===== config.mk =====
export PLATFORM = sky130hd
export DESIGN_NAME = train_sequencer
export DESIGN_NICKNAME = d
export VERILOG_FILES = /design/src/rtl/train_pkg.sv /design/src/rtl/delay_counter.sv /design/src/rtl/train_sequencer.sv
export SDC_FILE = /design/constraint.sdc
export NUM_CORES = 1
export LEC_CHECK = 0
export CORE_MARGIN = 3
export CORE_UTILIZATION = 53
export DETAILED_ROUTE_END_ITERATION = 7
export PLACE_DENSITY = 0.91
export SETUP_SLACK_MARGIN = 0.2
export SLEW_MARGIN = 30
export SYNTH_ARGS = -nofsm -noshare
export SYNTH_HDL_FRONTEND = slang
export SYNTH_SLANG_ARGS = --single-unit

===== constraint.sdc =====
create_clock -name i_clk -period 3.1 [get_ports i_clk]
set_clock_uncertainty 0.15 [all_clocks]
set_input_delay 0.465 -clock i_clk [delete_from_list [all_inputs] [get_ports i_clk]]
set_output_delay 0.465 -clock i_clk [all_outputs]
set_load 0.02 [all_outputs]

===== src/rtl/train_pkg.sv =====
// Shared types for the training sample sequencer.
// Holds the FSM encoding and the sample memory word layout.
package train_pkg;

  localparam int VEC_W   = 25;
  localparam int LBL_W   = 10;
  localparam int WORD_W  = 35;
  localparam int VEC_LSB = 10;
  localparam int LBL_LSB = 0;

  typedef enum logic [2:0] {
    S_IDLE,
    S_GAP,
    S_FETCH,
    S_WAIT_DATA,
    S_PRESENT,
    S_WAIT_DONE,
    S_NEXT,
    S_DONE
  } state_t;

  // Field order matches the memory word: vector on top, label below.
  typedef struct packed {
    logic [VEC_W-1:0] vec;
    logic [LBL_W-1:0] lbl;
  } sample_t;

endpackage


===== src/rtl/delay_counter.sv =====
// Cycle counter that flags the last of P_LEN enabled cycles.
// Held at zero while i_load is high.
module delay_counter #(
  parameter int P_LEN = 4
) (
  input  logic i_clk,
  input  logic i_rst_n,
  input  logic i_load,
  input  logic i_en,
  output logic o_expire
);

  localparam int CW = (P_LEN > 1) ? $clog2(P_LEN) : 1;
  localparam logic [CW-1:0] LAST = CW'(P_LEN - 1);

  logic [CW-1:0] cnt;

  always_ff @(posedge i_clk) begin
    if (!i_rst_n) begin
      cnt <= '0;
    end else if (i_load) begin
      cnt <= '0;
    end else if (i_en) begin
      cnt <= cnt + 1'b1;
    end
  end

  assign o_expire = i_en && (cnt == LAST);

endmodule


===== src/rtl/train_sequencer.sv =====
// Steps samples from memory into the network, epoch by epoch,
// with an idle gap before each sample and a completion timeout.
module train_sequencer
  import train_pkg::*;
#(
  parameter int P_SAMPLES = 10,
  parameter int P_GAP     = 200,
  parameter int P_TIMEOUT = 400,
  parameter int P_EPOCHS  = 400,
  localparam int AW = (P_SAMPLES > 1) ? $clog2(P_SAMPLES) : 1,
  localparam int EW = $clog2(P_EPOCHS) + 1
) (
  input  logic              i_clk,
  input  logic              i_rst_n,
  input  logic              i_start,
  input  logic              i_pause,
  input  logic              i_net_ready,
  input  logic              i_net_done,
  output logic              o_rd_en,
  output logic [AW-1:0]     o_rd_addr,
  input  logic [WORD_W-1:0] i_rd_data,
  output logic [VEC_W-1:0]  o_test_vector,
  output logic [LBL_W-1:0]  o_label,
  output logic              o_valid,
  output logic [EW-1:0]     o_epoch,
  output logic [7:0]        o_timeouts,
  output logic              o_busy,
  output logic              o_end_of_epochs
);

  state_t        state;
  state_t        nxt;
  logic [AW-1:0] addr;
  logic [EW-1:0] epoch;
  logic [7:0]    timeouts;
  sample_t       smp;
  logic          gap_exp;
  logic          to_exp;
  logic          last_addr;
  logic          last_epoch;

  assign last_addr  = (addr == AW'(P_SAMPLES - 1));
  assign last_epoch = (epoch == EW'(P_EPOCHS));

  delay_counter #(.P_LEN(P_GAP)) u_gap (
    .i_clk    (i_clk),
    .i_rst_n  (i_rst_n),
    .i_load   (state != S_GAP),
    .i_en     ((state == S_GAP) && !i_pause),
    .o_expire (gap_exp)
  );

  delay_counter #(.P_LEN(P_TIMEOUT)) u_tmo (
    .i_clk    (i_clk),
    .i_rst_n  (i_rst_n),
    .i_load   (state != S_WAIT_DONE),
    .i_en     (state == S_WAIT_DONE),
    .o_expire (to_exp)
  );

  always_ff @(posedge i_clk) begin
    if (!i_rst_n) begin
      state <= S_IDLE;
    end else begin
      state <= nxt;
    end
  end

  always_comb begin
    nxt = state;
    unique case (state)
      S_IDLE:      if (i_start) nxt = S_GAP;
      S_GAP:       if (gap_exp) nxt = S_FETCH;
      S_FETCH:     nxt = S_WAIT_DATA;
      S_WAIT_DATA: nxt = S_PRESENT;
      S_PRESENT:   if (i_net_ready) nxt = S_WAIT_DONE;
      S_WAIT_DONE: if (i_net_done || to_exp) nxt = S_NEXT;
      S_NEXT:      nxt = (last_addr && last_epoch) ? S_DONE : S_GAP;
      S_DONE:      if (i_start) nxt = S_GAP;
      default:     nxt = S_IDLE;
    endcase
  end

  always_ff @(posedge i_clk) begin
    if (!i_rst_n) begin
      addr     <= '0;
      epoch    <= '0;
      timeouts <= '0;
      smp      <= '0;
    end else begin
      unique case (state)
        S_IDLE, S_DONE: begin
          if (i_start) begin
            addr     <= '0;
            epoch    <= EW'(1);
            timeouts <= '0;
          end
        end
        S_WAIT_DATA: smp <= sample_t'(i_rd_data);
        S_WAIT_DONE: begin
          // A late done still wins over a coincident expiry.
          if (to_exp && !i_net_done && timeouts != 8'hFF)
            timeouts <= timeouts + 8'd1;
        end
        S_NEXT: begin
          unique case (1'b1)
            !last_addr: addr <= addr + 1'b1;
            last_addr && !last_epoch: begin
              addr  <= '0;
              epoch <= epoch + 1'b1;
            end
            default: ;
          endcase
        end
        default: ;
      endcase
    end
  end

  always_comb begin
    o_rd_en         = (state == S_FETCH);
    o_valid         = (state == S_PRESENT) && i_net_ready;
    o_test_vector   = o_valid ? smp.vec : '0;
    o_label         = o_valid ? smp.lbl : '0;
    o_busy          = (state != S_IDLE) && (state != S_DONE);
    o_end_of_epochs = (state == S_DONE);
  end

  assign o_rd_addr  = addr;
  assign o_epoch    = epoch;
  assign o_timeouts = timeouts;

endmodule


==> results_dict.tcl <==
set metrics [dict create \
    status "finished clean" \
    r2r-start "o_epoch[0]" \
    final_common_cell "nand2_1" \
    insertedDiodeCount 0 \
    synthTopCellsByArea "dfxtp_1 (40%), nand2_1 (9.1%), and2_1 (6.3%), a21oi_1 (5.1%), xor2_1 (2.7%)" \
    syn-cell-area_um2 3850 \
    yosys_warnings 0 \
    synth_fa_ha_area_frac 0.0227 \
    p_int_w 0.00164 \
    timing.rr.end "o_epoch[0]" \
    cts_tree "built" \
    drt_iter0_markers 214 \
    clockBufferDepth 2 \
    port_buffers 101 \
    synthXorXnorAreaFrac 0.0318 \
    wl_per_cell_um 15.5 \
    synth-seq-cells 77 \
    slew-limit-headroom 0.607 \
    grt_use_met2 0.405 \
    synth_compound_area_frac 0.160 \
    yosysUniqueCellTypes 64 \
    met3_usage 0.0472 \
    clkLatencyLatePin_ns 0.34 \
    reg2reg_depth 6 \
    dpl.hpwl_um 7300 \
    cp_data_required_time_ns 2.48 \
    grt_pass1_wl_um 17000 \
    grt_overflow_total 0 \
    critPathArrivalTime_ns 2.19 \
    startpoint_type "input port" \
    ctsRootBufferMaster "clkbuf_8" \
    die_x_um 91.3 \
    holdPathEnd "smp[20]" \
    die_h_um 91.3 \
    gp_congestion 0.887 \
    async_flop_share 0 \
    synth-edff-count 0 \
    ir_worst_vdd_mv 0.373 \
    h-tree-depth 3 \
    setup_viol 0 \
    synth_top_cell_by_area "dfxtp_1" \
    sw_frac_of_total 0.269 \
    synth_top_family_by_area "simple AND/OR/NAND/NOR gates" \
    top_usage_layer "met2" \
    dp_cells 649 \
    synthMuxAreaShare 0.0156 \
    io_pins 102 \
    vias 3774 \
    die_area_um2 8330 \
    tightest_slew_ns 0.582 \
    n_fill_cell 516 \
    drive_gt1_frac 0.0791 \
    fin_setup_tns_ns 0 \
    rsz0062_at_grt "false" \
    path_max_fanout 36 \
    timing.fmax_mhz 357 \
    yosys.area_share.simple 0.329 \
    crit_chain "clkdlybuf4s50_1 > and2_1 > nor2b_2 > buf_12 > clkdlybuf4s50_1" \
    multiInputGateArea_um2 2160 \
    synth_top_cell_area_share 0.400 \
    avgSynthCellArea_um2 8.22 \
    cpPeakStageDelay_ns 0.64 \
    p_switching_w 0.000603 \
    antenna_found_initial 0 \
    syn_nets 517 \
    ys.flop_type "dfxtp_1" \
    seq_area_um2 1540 \
    pwr-share-seq 0.464 \
    finalHoldViolCount 0 \
    holdBufCountCts 0 \
    via_per_inst 5.68 \
    fin_crit_ns 2.80 \
    first_pass_iters 4 \
    drc 0 \
    combPwrFrac 0.146 \
    syn2layout_area_growth_pct 34.6 \
    min_from "smp[20]" \
    syn_inst 469 \
    grt_pass1_vias 3544 \
    cp_top_family "buffers and inverters" \
    p_leak_nw 2.13 \
    hold_path_class "reg2reg" \
    cts.sink_count 77 \
    cpMostUsedCell "clkdlybuf4s50_1" \
    grt_usage 0.245 \
    slowest_stage "clkdlybuf4s50_1" \
    grt_use_met1 0.321 \
    core_um2 6910 \
    crit_buf_inv 3 \
    floorplan.initialDensity 0.558 \
    cts_made_buffers 9 \
    maxCapViolations 0 \
    clk_pin_slew_ns 0.08 \
    final_cell_count_no_fill 665 \
    final_cell_mix "nand2_1 (93), dfxtp_1 (77), clkdlybuf4s50_1 (66), and2_1 (39), a21oi_1 (39)" \
    ys_seq_area_frac 0.400 \
    drv_slew 0 \
    r2r_setup_slack_ns 0.84 \
    final.period_utilization 0.904 \
    grt_max_degree 43 \
    cellPowerDensity_nw_per_um2 432 \
    worstSetupPathType "in2out" \
    holdPathStages 2 \
    fin_nets 612 \
    p_clk_frac 0.390 \
    drtAntennaViolNets 0 \
    rows 30 \
    wl_um 10300 \
    worst_setup_path_end_kind "primary output" \
]
tightest hold or removal path, stage by stage (launching register included):
cell     delay (ns)
dfxtp_1        0.31
nand2_1        0.05
a21oi_1        0.05
per-layer routing:
layer / part of all wire / vias to the layer above
met5: 0 / -
met4: 0.018 / 0
met3: 0.059 / 17
met2: 0.48 / 142
met1: 0.44 / 1778
li1: - / 1837
what timing repair did:
action / in CTS / in global routing
gates resized for setup: 25 / 11
endpoints found under the setup margin: 35 / 11
gates cloned: 0 / 0
setup buffers: 0 / 0
pin swaps: 0 / 0
stage by stage:
stage                     hold slack (ns)  utilization  setup WS (ns)  total power [W]  instance area, µm²
after floorplan                     0.282            -          0.763          0.00126                3850
after global placement              0.287        0.718          0.176          0.00138                4960
after detailed placement            0.293        0.718          0.142          0.00139                4960
after CTS                           0.305        0.747          0.228          0.00224                5160
after global routing                0.325        0.751          0.258          0.00233                5190
final                               0.304        0.751          0.297          0.00224                5190
power groups by stage:
stage	registers (W)	logic (W)	clock network (W)
global route	0.00104	0.000357	0.000925
CTS	0.00104	0.000327	0.000878
global placement	0.00106	0.000316	0
floorplan	0.00106	0.000196	0
detailed placement	0.00106	0.000324	0
finish	0.00104	0.000328	0.000873
state kept, by name, summed over array words and instances (netlist names):
signal and flops:
o_rd_addr 4, o_epoch 10, u_gap.cnt 8, state 3, u_tmo.cnt 9, smp 35, o_timeouts 8
area by class of cell:
type                       count  share of cell area
tap                           96              0.0232
timing repair buffer         112               0.213
sequential                    77               0.297
clock buffer                   9              0.0239
multi-input combinational    355               0.416
clock inverter                 7              0.0203
inverter                       9             0.00651
Yosys cell counts, types with 2 or more instances:
cell type / instances
xnor2_1: 2
a31oi_1: 6
nor2_1: 22
and3b_1: 3
a211oi_1: 5
nor2b_1: 7
nand2b_1: 8
a31o_2: 2
a21oi_1: 39
dfxtp_1: 77
o211ai_1: 2
and3_1: 4
nor4b_1: 2
o21ai_0: 5
o311ai_0: 3
ha_1: 7
nor3_1: 5
a221oi_1: 2
inv_1: 8
or2_2: 2
a311oi_1: 2
xor2_1: 12
nand4b_1: 4
o32ai_1: 2
a41oi_1: 3
nand4_1: 11
buf_2: 14
nand3b_1: 3
and2_1: 39
a2111oi_0: 2
o31ai_1: 3
mux2i_1: 6
nand3_1: 18
nand2_1: 93
clkbuf_1: 14
and4_1: 4
how the worst max path moves through the flow:
stage | from | to | slack, ns | depth (start not counted)
4_1_cts | i_net_ready | o_test_vector[18] | 0.23 | 6
2_1_floorplan | state[1] | o_label[0] | 0.76 | 5
3_5_place_dp | i_net_ready | o_test_vector[12] | 0.14 | 6
6_report | i_net_ready | o_valid | 0.30 | 5
3_3_place_gp | i_net_ready | o_test_vector[13] | 0.18 | 6
5_1_grt | i_net_ready | o_valid | 0.26 | 5
kinds of logic after synthesis:
family | count (synthesis)
AND/OR/NAND/NOR | 238
flip-flops | 77
multiplexers | 6
buffers and inverters | 37
AO/OA/AOI/OAI | 90
adder cells (fa/ha/maj) | 7
XOR/XNOR | 14
Power figures use the tool's default switching activity.
